**config.mk**
```make
export PLATFORM = sky130hd
export DESIGN_NAME = mem_access_ctrl
export DESIGN_NICKNAME = d
export VERILOG_FILES = /design/src/rtl/mem_access_ctrl_pkg.sv /design/src/rtl/mem_access_ctrl_lane_mux.sv /design/src/rtl/mem_access_ctrl.sv
export SDC_FILE = /design/constraint.sdc
export NUM_CORES = 1
export LEC_CHECK = 0
export CAP_MARGIN = 20
export CORE_ASPECT_RATIO = 1.1
export CORE_MARGIN = 2
export CORE_UTILIZATION = 50
export CTS_CLUSTER_SIZE = 25
export DETAILED_ROUTE_END_ITERATION = 8
export PLACE_DENSITY = 0.93
export SLEW_MARGIN = 20
export SYNTH_ARGS = -nofsm -noshare
export SYNTH_HDL_FRONTEND = slang
export SYNTH_HIERARCHICAL = 1
export SYNTH_SLANG_ARGS = --single-unit
```
**constraint.sdc**
```tcl
create_clock -name clock -period 4.1 [get_ports clock]
set_clock_uncertainty 0.15 [all_clocks]
set_input_delay 0.82 -clock clock [delete_from_list [all_inputs] [get_ports clock]]
set_output_delay 0.82 -clock clock [all_outputs]
set_load 0.05 [all_outputs]
```
**src/rtl/mem_access_ctrl_pkg.sv**
```systemverilog
// Shared encodings for the MEM-stage data-memory requester.
package mem_access_ctrl_pkg;
    localparam int DEPTH_DEF = 64;

    localparam logic [1:0] SZ_BYTE = 2'b00;
    localparam logic [1:0] SZ_HALF = 2'b01;
    localparam logic [1:0] SZ_WORD = 2'b10;

    typedef enum logic {
        IDLE   = 1'b0,
        RMW_WR = 1'b1
    } state_t;
endpackage

```
**src/rtl/mem_access_ctrl_lane_mux.sv**
```systemverilog
// Big-endian lane extract (with sign/zero extension) for loads and lane merge for stores.
module lane_mux
    import mem_access_ctrl_pkg::*;
(
    input  logic [31:0] word,
    input  logic [1:0]  off,
    input  logic [1:0]  size,
    input  logic        uns,
    input  logic [31:0] wdata,
    output logic [31:0] ldata,
    output logic [31:0] merged
);
    logic [7:0]  b;
    logic [15:0] h;

    always_comb begin
        b = word[7:0];
        case (off)
            2'd0:    b = word[31:24];
            2'd1:    b = word[23:16];
            2'd2:    b = word[15:8];
            default: b = word[7:0];
        endcase
        h = off[1] ? word[15:0] : word[31:16];

        case (size)
            SZ_BYTE: ldata = {{24{~uns & b[7]}}, b};
            SZ_HALF: ldata = {{16{~uns & h[15]}}, h};
            default: ldata = word;
        endcase

        merged = word;
        case (size)
            SZ_BYTE: begin
                case (off)
                    2'd0:    merged[31:24] = wdata[7:0];
                    2'd1:    merged[23:16] = wdata[7:0];
                    2'd2:    merged[15:8]  = wdata[7:0];
                    default: merged[7:0]   = wdata[7:0];
                endcase
            end
            SZ_HALF: begin
                if (off[1]) merged[15:0]  = wdata[15:0];
                else        merged[31:16] = wdata[15:0];
            end
            default: merged = wdata;
        endcase
    end
endmodule

```
**src/rtl/mem_access_ctrl.sv**
```systemverilog
// MEM-stage data-memory requester: sub-word loads, read-modify-write sub-word stores,
// alignment/range faults, one-cycle stall while the merged word is written back.
module mem_access_ctrl
    import mem_access_ctrl_pkg::*;
#(
    parameter int DEPTH = DEPTH_DEF,
    parameter int AW    = $clog2(DEPTH)
) (
    input  logic          clock,
    input  logic          resetn,
    input  logic          m_req,
    input  logic          m_wmem,
    input  logic [1:0]    m_size,
    input  logic          m_unsigned,
    input  logic [31:0]   m_addr,
    input  logic [31:0]   m_wdata,
    output logic          m_stall,
    output logic [31:0]   m_rdata,
    output logic          m_rvalid,
    output logic          m_fault,
    output logic [AW-1:0] dm_addr,
    output logic [31:0]   dm_wdata,
    output logic          dm_we,
    input  logic [31:0]   dm_rdata
);
    state_t        state_q, state_d;
    logic [31:0]   ldata, merged, merged_q;
    logic [AW-1:0] idx_q;
    logic          fault, acc, idle;

    // Faults are decided purely from the request, so a faulting store never writes.
    assign fault = (m_size == 2'b11)
                 | ((m_size == SZ_HALF) & m_addr[0])
                 | ((m_size == SZ_WORD) & (m_addr[1:0] != 2'b00))
                 | (m_addr[31:2] >= 30'(DEPTH));
    assign idle  = (state_q == IDLE);
    assign acc   = idle & m_req & ~fault;

    lane_mux u_lane (
        .word   (dm_rdata),
        .off    (m_addr[1:0]),
        .size   (m_size),
        .uns    (m_unsigned),
        .wdata  (m_wdata),
        .ldata  (ldata),
        .merged (merged)
    );

    always_comb begin
        state_d  = state_q;
        m_stall  = 1'b0;
        dm_we    = 1'b0;
        dm_addr  = m_addr[AW+1:2];
        dm_wdata = m_wdata;
        case (state_q)
            IDLE: begin
                dm_we = acc & m_wmem & (m_size == SZ_WORD);
                if (acc && m_wmem && (m_size != SZ_WORD)) state_d = RMW_WR;
            end
            RMW_WR: begin
                m_stall  = 1'b1;
                dm_we    = 1'b1;
                dm_addr  = idx_q;
                dm_wdata = merged_q;
                state_d  = IDLE;
            end
            default: state_d = IDLE;
        endcase
    end

    always_ff @(posedge clock or negedge resetn) begin
        if (!resetn) begin
            state_q  <= IDLE;
            m_rdata  <= '0;
            m_rvalid <= 1'b0;
            m_fault  <= 1'b0;
            merged_q <= '0;
            idx_q    <= '0;
        end else begin
            state_q  <= state_d;
            m_rvalid <= acc & ~m_wmem;
            m_fault  <= idle & m_req & fault;
            if (acc && !m_wmem) m_rdata <= ldata;
            if (acc && m_wmem && (m_size != SZ_WORD)) begin
                merged_q <= merged;
                idx_q    <= m_addr[AW+1:2];
            end
        end
    end
endmodule

```
==> flow_metrics.tcl <==
set metrics [dict create \
    place_ws_ns 0.639 \
    p_leak_nw 3.14 \
    synth_top_flop_cell "dfrtp_1" \
    hpwl_microns 11900 \
    hold_start "merged_q[17]" \
    synth.largest_area_cell "dfrtp_1" \
    cts.clk_slew.worst_paths_ns 0.06 \
    placed_cells 730 \
    design_area_sq_mm 0.00730 \
    core_region_area_sq_mm 0.0102 \
    clkLatencyLatePin_ns 0.34 \
    met2_length_microns 8040 \
    drc 0 \
    outcome "finished, final reports clean" \
    crit_slowest_cell "clkdlybuf4s50_1" \
    synth_top_family_by_area "multiplexers" \
    firstDrtPassIters 5 \
    cts_root_buf "clkbuf_16" \
    hold_class "reg -> reg" \
    crit_type "in -> out" \
    start_util 0.507 \
    fin_cells 745 \
    timing.fmax_mhz 284 \
    n_fill_cell 717 \
    syn_to_final_growth_pct 40.7 \
    routed_wl_microns 16200 \
    grt_max_degree 74 \
    dr_wl_met3_microns 1510 \
    cts-hold-fix-buffers 0 \
    cts_resized 0 \
    gp_congestion 0.987 \
    final_layout_size_suffix_gt1_frac 0.236 \
    wire_per_inst_microns 21.7 \
    clock_path_buffers 2 \
    syn_area_sq_mm 0.00519 \
    critPathMaxFanout 4 \
    timing.slew.headroom 0.325 \
    timing.final.ws_setup_ns 0.576 \
    std_cell_rows 39 \
    globalRoute.totalOverflow 0 \
    synth.mux.area_fraction 0.347 \
    fin_setup_tns_ns 0 \
    yosys_register_bits 73 \
    post_cts_buffers 0 \
    yosys.area.top_type_share 0.352 \
    htreeDepth 3 \
    yosys.area_share.simple 0.116 \
    critPathMaxStageDelay_ns 0.41 \
    via_count 4636 \
    ys_warn_count 6 \
    grt_pass1_wl_microns 25400 \
    crit_required_ns 3.13 \
    postPlaceCellArea_sq_mm 0.00696 \
    grt_pass1_vias 4775 \
    synthArstFlopShare 1.00 \
    synth_compound_area_frac 0.136 \
    rr_startpoint "state_q" \
    timing_hold_violations_final 0 \
    period_minus_slack_ns 3.52 \
    seq_area_frac_synth 0.352 \
    ff_latch_area_sq_mm 0.00183 \
    cap_violations 0 \
    timing.final.crit_share 0.859 \
    io_buffers 176 \
    nets 721 \
    syn_avg_cell_area_sq_um 11.4 \
    crit_arrival_ns 2.55 \
    highest_layer "met4" \
    finalMaxSlewViolations 0 \
    rsz0062_at_grt "false" \
    drt_iter0_drc 298 \
    fp.dieArea_sq_mm 0.0112 \
    grtUsageTotal 0.292 \
    start_kind "input port" \
    wl_met1_microns 6270 \
    critical_path.cell_chain "clkdlybuf4s50_1 -> nor4_1 -> o211ai_2 -> nor2_1 -> a41o_1 -> buf_4" \
    die_x_microns 101 \
    setup_violations 0 \
    crit_start "m_addr[14]" \
    syn_inst 457 \
    die_y_microns 111 \
    synthXorXnorAreaFrac 0 \
    synth_edf_count 0 \
    n_antenna_cell 0 \
    clkSinkCount 73 \
    end_kind "output port" \
    powerDensity_mw_per_mm2 289 \
    cts_tree "done" \
    multi_input_area_sq_mm 0.00311 \
    vias_per_cell 6.22 \
    worst_slew_pin_slew_ns 1.01 \
    final_core_util 0.713 \
    numCtsBuffers 9 \
    antenna_found_initial 0 \
    vdd_ir_drop_max_v 0.000198 \
    ios 177 \
    synth-adder-area-share 0 \
    synth.distinct_cells 50 \
    synth_area_leaders "dfrtp_1, mux2_2, mux2_4, mux2i_1, mux2_1" \
    drtAntennaViolNets 0 \
    syn-num-nets 560 \
]
==> Yosys cell counts (3+ instances only) <==
library cell  count
nand2_1          23
dfrtp_1          73
nor2_1            5
a21oi_1           4
a32oi_1           7
buf_6             7
a22oi_1           6
buf_4             3
o221ai_1         16
or2_2             3
mux2_4           30
nor4_2            4
buf_1             5
buf_2            10
nor2b_1          21
a22o_1            8
mux2_2           68
nor4_1            3
o21a_1            6
a221o_1           8
nor4b_1           8
clkbuf_1         12
inv_1             9
mux2i_1          34
nand3_1           7
o21ai_0          28
mux2_1           20
==> through the flow <==
stage               hold WS, ns  total power, mW
global route              0.350             2.18
CTS                       0.337             2.12
finish                    0.334             2.11
detailed placement        0.323             1.20
global placement          0.315             1.19
floorplan                 0.302            0.977
==> registers in the layout (all words and copies together) (netlist names) <==
register / count
state_q: 1
merged_q: 32
m_fault: 1
m_rvalid: 1
idx_q: 6
m_rdata: 32
==> cells by family after synthesis <==
kind of cell / count (synthesis)
DFF: 73
AOI/OAI and AO/OA: 94
muxes: 153
buffers and inverters: 47
and+or+nand+nor: 90
==> power breakdown <==
group	leakage (nW)	switching (mW)	internal, mW
combinational	1.96	0.259	0.213
sequential	1.02	0.000156	0.721
clock	0.166	0.323	0.595
==> layout make-up <==
| type | instances | share of cell area |
|---|---|---|
| Clock buffer | 9 | 0.0308 |
| Clock inverter | 6 | 0.0159 |
| Inverter | 9 | 0.00462 |
| Multi-Input combinational cell | 337 | 0.426 |
| Sequential cell | 73 | 0.250 |
| Tap cell | 123 | 0.0211 |
| Timing Repair Buffer | 188 | 0.251 |
==> final timing paths <==
kind	to	slack, ns	cells past startpoint
setup / recovery	dm_we	0.58	6
max in group asynchronous	merged_q[26]	2.75	1
hold / removal	merged_q[17]	0.33	1
setup reg to reg	merged_q[31]	1.68	5
hold reg to reg	merged_q[17]	0.33	1
min in group asynchronous	m_rdata[23]	0.46	1
==> critical path: cells and delay by family <==
kind	cells	cell delay, ns
buffers and inverters	2	0.61
and+or+nand+nor	2	0.66
AOI/OAI and AO/OA	2	0.46
==> routing by layer <==
layer,vias up,GRT usage
met3,33,0.0712
met2,260,0.473
met1,2285,0.370
li1,2058,-
met5,-,0
met4,0,0.117
==> placed cells by master, fill, tap and decap left out, types with 3 or more instances in the layout <==
master,netlist,final
a21oi_1,4,4
a221o_1,8,8
a22o_1,8,8
a22oi_1,6,6
a32oi_1,7,7
buf_4,3,14
bufinv_16,0,3
clkbuf_16,0,9
clkdlybuf4s50_1,0,172
dfrtp_1,73,73
inv_1,9,9
mux2_1,20,20
mux2_2,68,68
mux2_4,30,30
mux2i_1,34,34
nand2_1,23,23
nand3_1,7,7
nor2_1,5,5
nor2b_1,21,21
nor4_1,3,3
nor4_2,4,4
nor4b_1,8,8
o21a_1,6,6
o21ai_0,28,28
o221ai_1,16,16
or2_2,3,3
Power figures use the tool's default switching activity.
